File: src/rtl/tile_ram_arbiter.sv
// Single-port tile RAM arbiter: renderer reads always win, CPU writes wait in a
// FIFO and commit in free slots (only during vblank when TEAR_FREE=1).
module tile_ram_arbiter #(
  parameter int ADDR_W     = 8,
  parameter int DATA_W     = 8,
  parameter int FIFO_DEPTH = 4,
  parameter int TEAR_FREE  = 1
) (
  input  logic                          vga_clk,
  input  logic                          rst,
  input  logic                          vblank,
  input  logic                          rd_req,
  input  logic [ADDR_W-1:0]             rd_addr,
  output logic [DATA_W-1:0]             rd_data,
  output logic                          rd_valid,
  input  logic                          wr_valid,
  input  logic [ADDR_W-1:0]             wr_addr,
  input  logic [DATA_W-1:0]             wr_data,
  output logic                          wr_ready,
  output logic [$clog2(FIFO_DEPTH):0]   fifo_level,
  output logic                          mem_en,
  output logic                          mem_we,
  output logic [ADDR_W-1:0]             mem_addr,
  output logic [DATA_W-1:0]             mem_wdata,
  input  logic [DATA_W-1:0]             mem_rdata,
  output logic [1:0]                    state_dbg
);

  localparam int PTR_W = $clog2(FIFO_DEPTH);
  localparam int LVL_W = PTR_W + 1;

  // Handshake: a write transfers on a cycle where wr_valid && wr_ready at the
  // rising edge; wr_ready depends only on the registered level, never on a pop.
  typedef enum logic [1:0] {IDLE = 2'd0, READ = 2'd1, WRITE = 2'd2} state_t;

  state_t              state_q, state_d;
  logic [PTR_W-1:0]    wr_ptr_q, wr_ptr_d;
  logic [PTR_W-1:0]    rd_ptr_q, rd_ptr_d;
  logic [LVL_W-1:0]    level_q, level_d;
  logic [ADDR_W-1:0]   fifo_addr_q [FIFO_DEPTH];
  logic [DATA_W-1:0]   fifo_data_q [FIFO_DEPTH];
  logic                push, drain, tear_ok;

  assign wr_ready   = (level_q < LVL_W'(FIFO_DEPTH));
  assign fifo_level = level_q;
  assign rd_valid   = (state_q == READ);
  assign rd_data    = mem_rdata;
  assign state_dbg  = state_q;

  always_comb begin
    tear_ok   = (TEAR_FREE == 0) || vblank;
    push      = wr_valid && wr_ready;
    // Writes never commit in a reset cycle, so discarded entries stay discarded.
    drain     = !rd_req && (level_q != '0) && tear_ok && !rst;
    mem_en    = rd_req || drain;
    mem_we    = drain;
    mem_addr  = rd_req ? rd_addr : fifo_addr_q[rd_ptr_q];
    mem_wdata = fifo_data_q[rd_ptr_q];

    state_d = IDLE;
    if (rd_req)     state_d = READ;
    else if (drain) state_d = WRITE;

    wr_ptr_d = wr_ptr_q + PTR_W'(push);
    rd_ptr_d = rd_ptr_q + PTR_W'(drain);
    level_d  = level_q + LVL_W'(push) - LVL_W'(drain);

    if (rst) begin
      state_d  = IDLE;
      wr_ptr_d = '0;
      rd_ptr_d = '0;
      level_d  = '0;
    end
  end

  always_ff @(posedge vga_clk) begin
    state_q  <= state_d;
    wr_ptr_q <= wr_ptr_d;
    rd_ptr_q <= rd_ptr_d;
    level_q  <= level_d;
  end

  // Queue storage needs no reset: the level gates every use of an entry.
  always_ff @(posedge vga_clk) begin
    if (push && !rst) begin
      fifo_addr_q[wr_ptr_q] <= wr_addr;
      fifo_data_q[wr_ptr_q] <= wr_data;
    end
  end

endmodule

File: config.mk
export PLATFORM = sky130hd
export DESIGN_NAME = tile_ram_arbiter
export DESIGN_NICKNAME = d
export VERILOG_FILES = /design/src/rtl/tile_ram_arbiter.sv
export SDC_FILE = /design/constraint.sdc
export NUM_CORES = 1
export LEC_CHECK = 0
export ABC_CLOCK_PERIOD_IN_PS = 3500
export CAP_MARGIN = 20
export CORE_AREA = 2 2 81 83
export CTS_BUF_LIST = sky130_fd_sc_hd__clkbuf_8 sky130_fd_sc_hd__clkbuf_16
export CTS_CLUSTER_SIZE = 24
export DETAILED_ROUTE_END_ITERATION = 16
export DIE_AREA = 0 0 83 85
export GPL_TIMING_DRIVEN = 0
export PLACE_DENSITY = 0.75
export RECOVER_POWER = 25
export SLEW_MARGIN = 5
export SYNTH_ARGS = -nofsm -noshare
export SYNTH_HDL_FRONTEND = slang
export SYNTH_SLANG_ARGS = --single-unit
File: constraint.sdc
create_clock -name vga_clk -period 3.5 [get_ports vga_clk]
set_input_delay 0.7 -clock vga_clk [delete_from_list [all_inputs] [get_ports vga_clk]]
set_output_delay 0.7 -clock vga_clk [all_outputs]
set_load 0.1 [all_outputs]
==> metrics.md <==
| Metric | Value |
|---|---|
| CTS Buf Count | 9 |
| Fin area | between 0.003 and 0.004 mm² |
| Cell Area, Placed | approximately 0.0037 mm² |
| Max Cap Viol | 0 |
| Worst VDD drop | ~0.44 mV |
| Min-delay worst type | reg -> reg |
| Yosys reg bits | 73 |
| Fin Hold WS | between 0.5 and 0.6 ns |
| Total net switching power | roughly 920 µW |
| Worst skew pair latency | approximately 0.34 ns |
| Avg Synthesized Cell Area | between 15 and 20 µm² |
| DR vias | ~1.7k |
| Total global routing track utilization | between 15 and 20% |
| Final core utilization | between 60% and 70% |
| I/O pins | 70 |
| Startpoint types | input pin |
| DR vias/cell | 5.25 |
| Pre-antenna DRT Iters | 4 |
| Measured slew at the worst slew-check pin | ~0.97 ns |
| Wirelength per Cell | between 15 and 20 µm |
| P&R area growth vs syn | 34.8% |
| Hold_buf cts | 0 |
| Share of cells above drive strength 1 | 24.0% |
| Clk_skew | approximately 0.0074 ns |
| Placed cell count | around 320 |
| Total wire length | approximately 5.6 mm |
| Synth Warn # | 0 |
| Internal power | between 1.5 and 2 mW |
| CTS tree | done |
| Final Hold Fails | 0 |
| GPL Wtd Cong | between 0.7 and 0.8 |
| Setup_tns | 0 ns |
| CTS root buf | clkbuf_8 |
| Vias in the first global route | ~1.8k |
| # setup viols final | 0 |
| Outcome | completed |
| Antenna Violating Nets Remaining | 0 |
| Final cell count without fillers | between 300 and 400 |
| Post-Syn Nets | between 200 and 250 |
| Initial core utilization | 47.5% |
| Clock Path Buffers | 2 |
| Pre-CTS WS | -0.458 ns |
| Crit path DAT | approximately 2.7 ns |
| GR Overflow Total | 0 |
| Htree depth | 3 |
| Post-Synthesis Cells | between 150 and 200 |
| Max Slew Vio Count | 0 |
| Nets | around 290 |
| Worst setup margin | roughly 0.098 ns |
| Worst-path clk slew | ~0.070 ns |
| Pwr Total | 2.57 mW |
| Critical path required time | about 2.8 ns |
| Critical path class | in -> out |
| Flop pwr share | between 40% and 50% |
| Post-DP HPWL | slightly below 4 mm |
| Initial antenna violation count | 0 |
| Switching portion of total power | between 30 and 40% |
| First-pass GRT wire length | roughly 8.7 mm |
| Crit Path Max Fanout | 8 |
| RSZ-0062 raised after global routing | no |
| CORE AREA | between 0.006 and 0.007 mm² |
| Die H | around 85 µm |
| Row Count | 29 |
| Largest net degree at the start of global routing | 17 |
| Fin crit share | 97.2% |
| Cell variety after synth | 25 |
| Crit path capture type | output port |
| Post-synthesis sequential area ratio | a little under three quarters |
| Clock Power Share | 27.4% |
| Combinational share of power | 31.5% |
| PD cells | roughly 650 mW/mm² |
| Port bufs | 61 |
| LEAKAGE | about 1.4 nW |
| Clock sinks | 73 |
| Minimum clock period | around 3.4 ns |
| Worst slew margin | a little over a third |
| Max Freq | about 290 MHz |
| Chip Width | 83 µm |
| DIE AREA | about 0.0071 mm² |
| Number of diodes | 0 |
| Initial detailed-routing violation count | about 110 |
| Drc violations | 0 |
| Post-Syn Area | between 0.002 and 0.003 mm² |
synth_stat cells:
master,n,area share (%)
nand2b_1,2,0.42
buf_4,9,2.3
inv_1,12,1.5
and2b_1,1,0.25
clkbuf_1,2,0.25
fa_1,1,0.68
a211oi_1,8,2.0
a221oi_1,8,2.4
xor2_1,1,0.30
mux2i_1,8,2.7
xnor2_1,3,0.89
nor2b_1,12,2.5
mux4_2,8,6.1
nor2_1,6,0.76
nor4b_1,4,1.2
buf_2,2,0.34
buf_12,1,0.68
edfxtp_1,64,65
and3_1,1,0.21
or2_2,1,0.21
ha_1,4,1.7
dfxtp_1,9,6.1
nor4_1,1,0.21
buf_6,2,0.76
nor3_1,1,0.17
area by class of cell:
class	instances	area, µm²
buffer	16	128
clock buffer	9	124
clock inverter	7	95.1
fill	465	2230
inverter	12	45.0
multi-input combinational	70	712
sequential	73	2110
tap	77	96.3
timing repair buffer	67	666
cells in the final DEF (no fill, tap or decap), types with 8 or more instances in the layout:
cell / count
dlygate4sd3_1: 11
inv_1: 12
edfxtp_1: 64
buf_4: 15
nor2b_1: 12
clkdlybuf4s15_2: 9
clkbuf_8: 9
mux4_2: 8
mux2i_1: 8
a211oi_1: 8
clkdlybuf4s50_1: 40
power by group through the flow:
stage / combinational, mW / sequential (mW) / clock (mW)
final: 0.811 / 1.06 / 0.705
after floorplan: 0.495 / 1.19 / 0
after global placement: 0.797 / 1.08 / 0
after CTS: 0.820 / 1.06 / 0.718
after detailed placement: 0.821 / 1.08 / 0
after global routing: 0.844 / 1.06 / 0.748
critical path, cell delays in order:
cell and delay [ns]:
clkdlybuf4s50_1 0.65, nand2b_1 0.16, buf_2 0.22, a211oi_1 0.08, a221oi_1 0.27, clkdlybuf4s15_2 0.62
flip-flops by register name, indices dropped and copies added (netlist names):
register and cells:
fifo_data_q 32, state_dbg 2, fifo_addr_q 32, wr_ptr_q 2
fifo_level 3, rd_ptr_q 2
worst paths after layout:
path,end,slack (ns),start,cells past startpoint
worst min-delay path,wr_ptr_q[1]$_SDFF_PP0_,0.60,wr_ptr_q[1]$_SDFF_PP0_,2
worst min register to register,wr_ptr_q[1]$_SDFF_PP0_,0.60,wr_ptr_q[1]$_SDFF_PP0_,2
worst max-delay path,mem_addr[5],0.1,rd_req,6
worst max register to register,fifo_level[2]$_SDFF_PP0_,1.38,fifo_level[2]$_SDFF_PP0_,9
kinds of logic after synthesis:
family | after synthesis | synth area share, %
xor gates and xnor gates | 4 | 1.19
adders and majority gates | 5 | 2.38
and+or+nand+nor | 29 | 5.99
muxes | 16 | 8.83
AOI/OAI and AO/OA | 16 | 4.42
DFF | 73 | 71.3
buffers and inverters | 28 | 5.86
routing by layer:
layer	vias up	share of wire (%)	global-route usage, %
met5	-	0	0
met4	0	1.4	8.35
li1	809	-	-
met1	861	40	18.4
met3	6	5.5	4.67
met2	63	53	28.7
timing repair:
action,CTS,global route
endpoints found under the setup margin,10,0
resized for setup,35,0
buffers inserted,0,0
(Power assumes the default switching activity.)
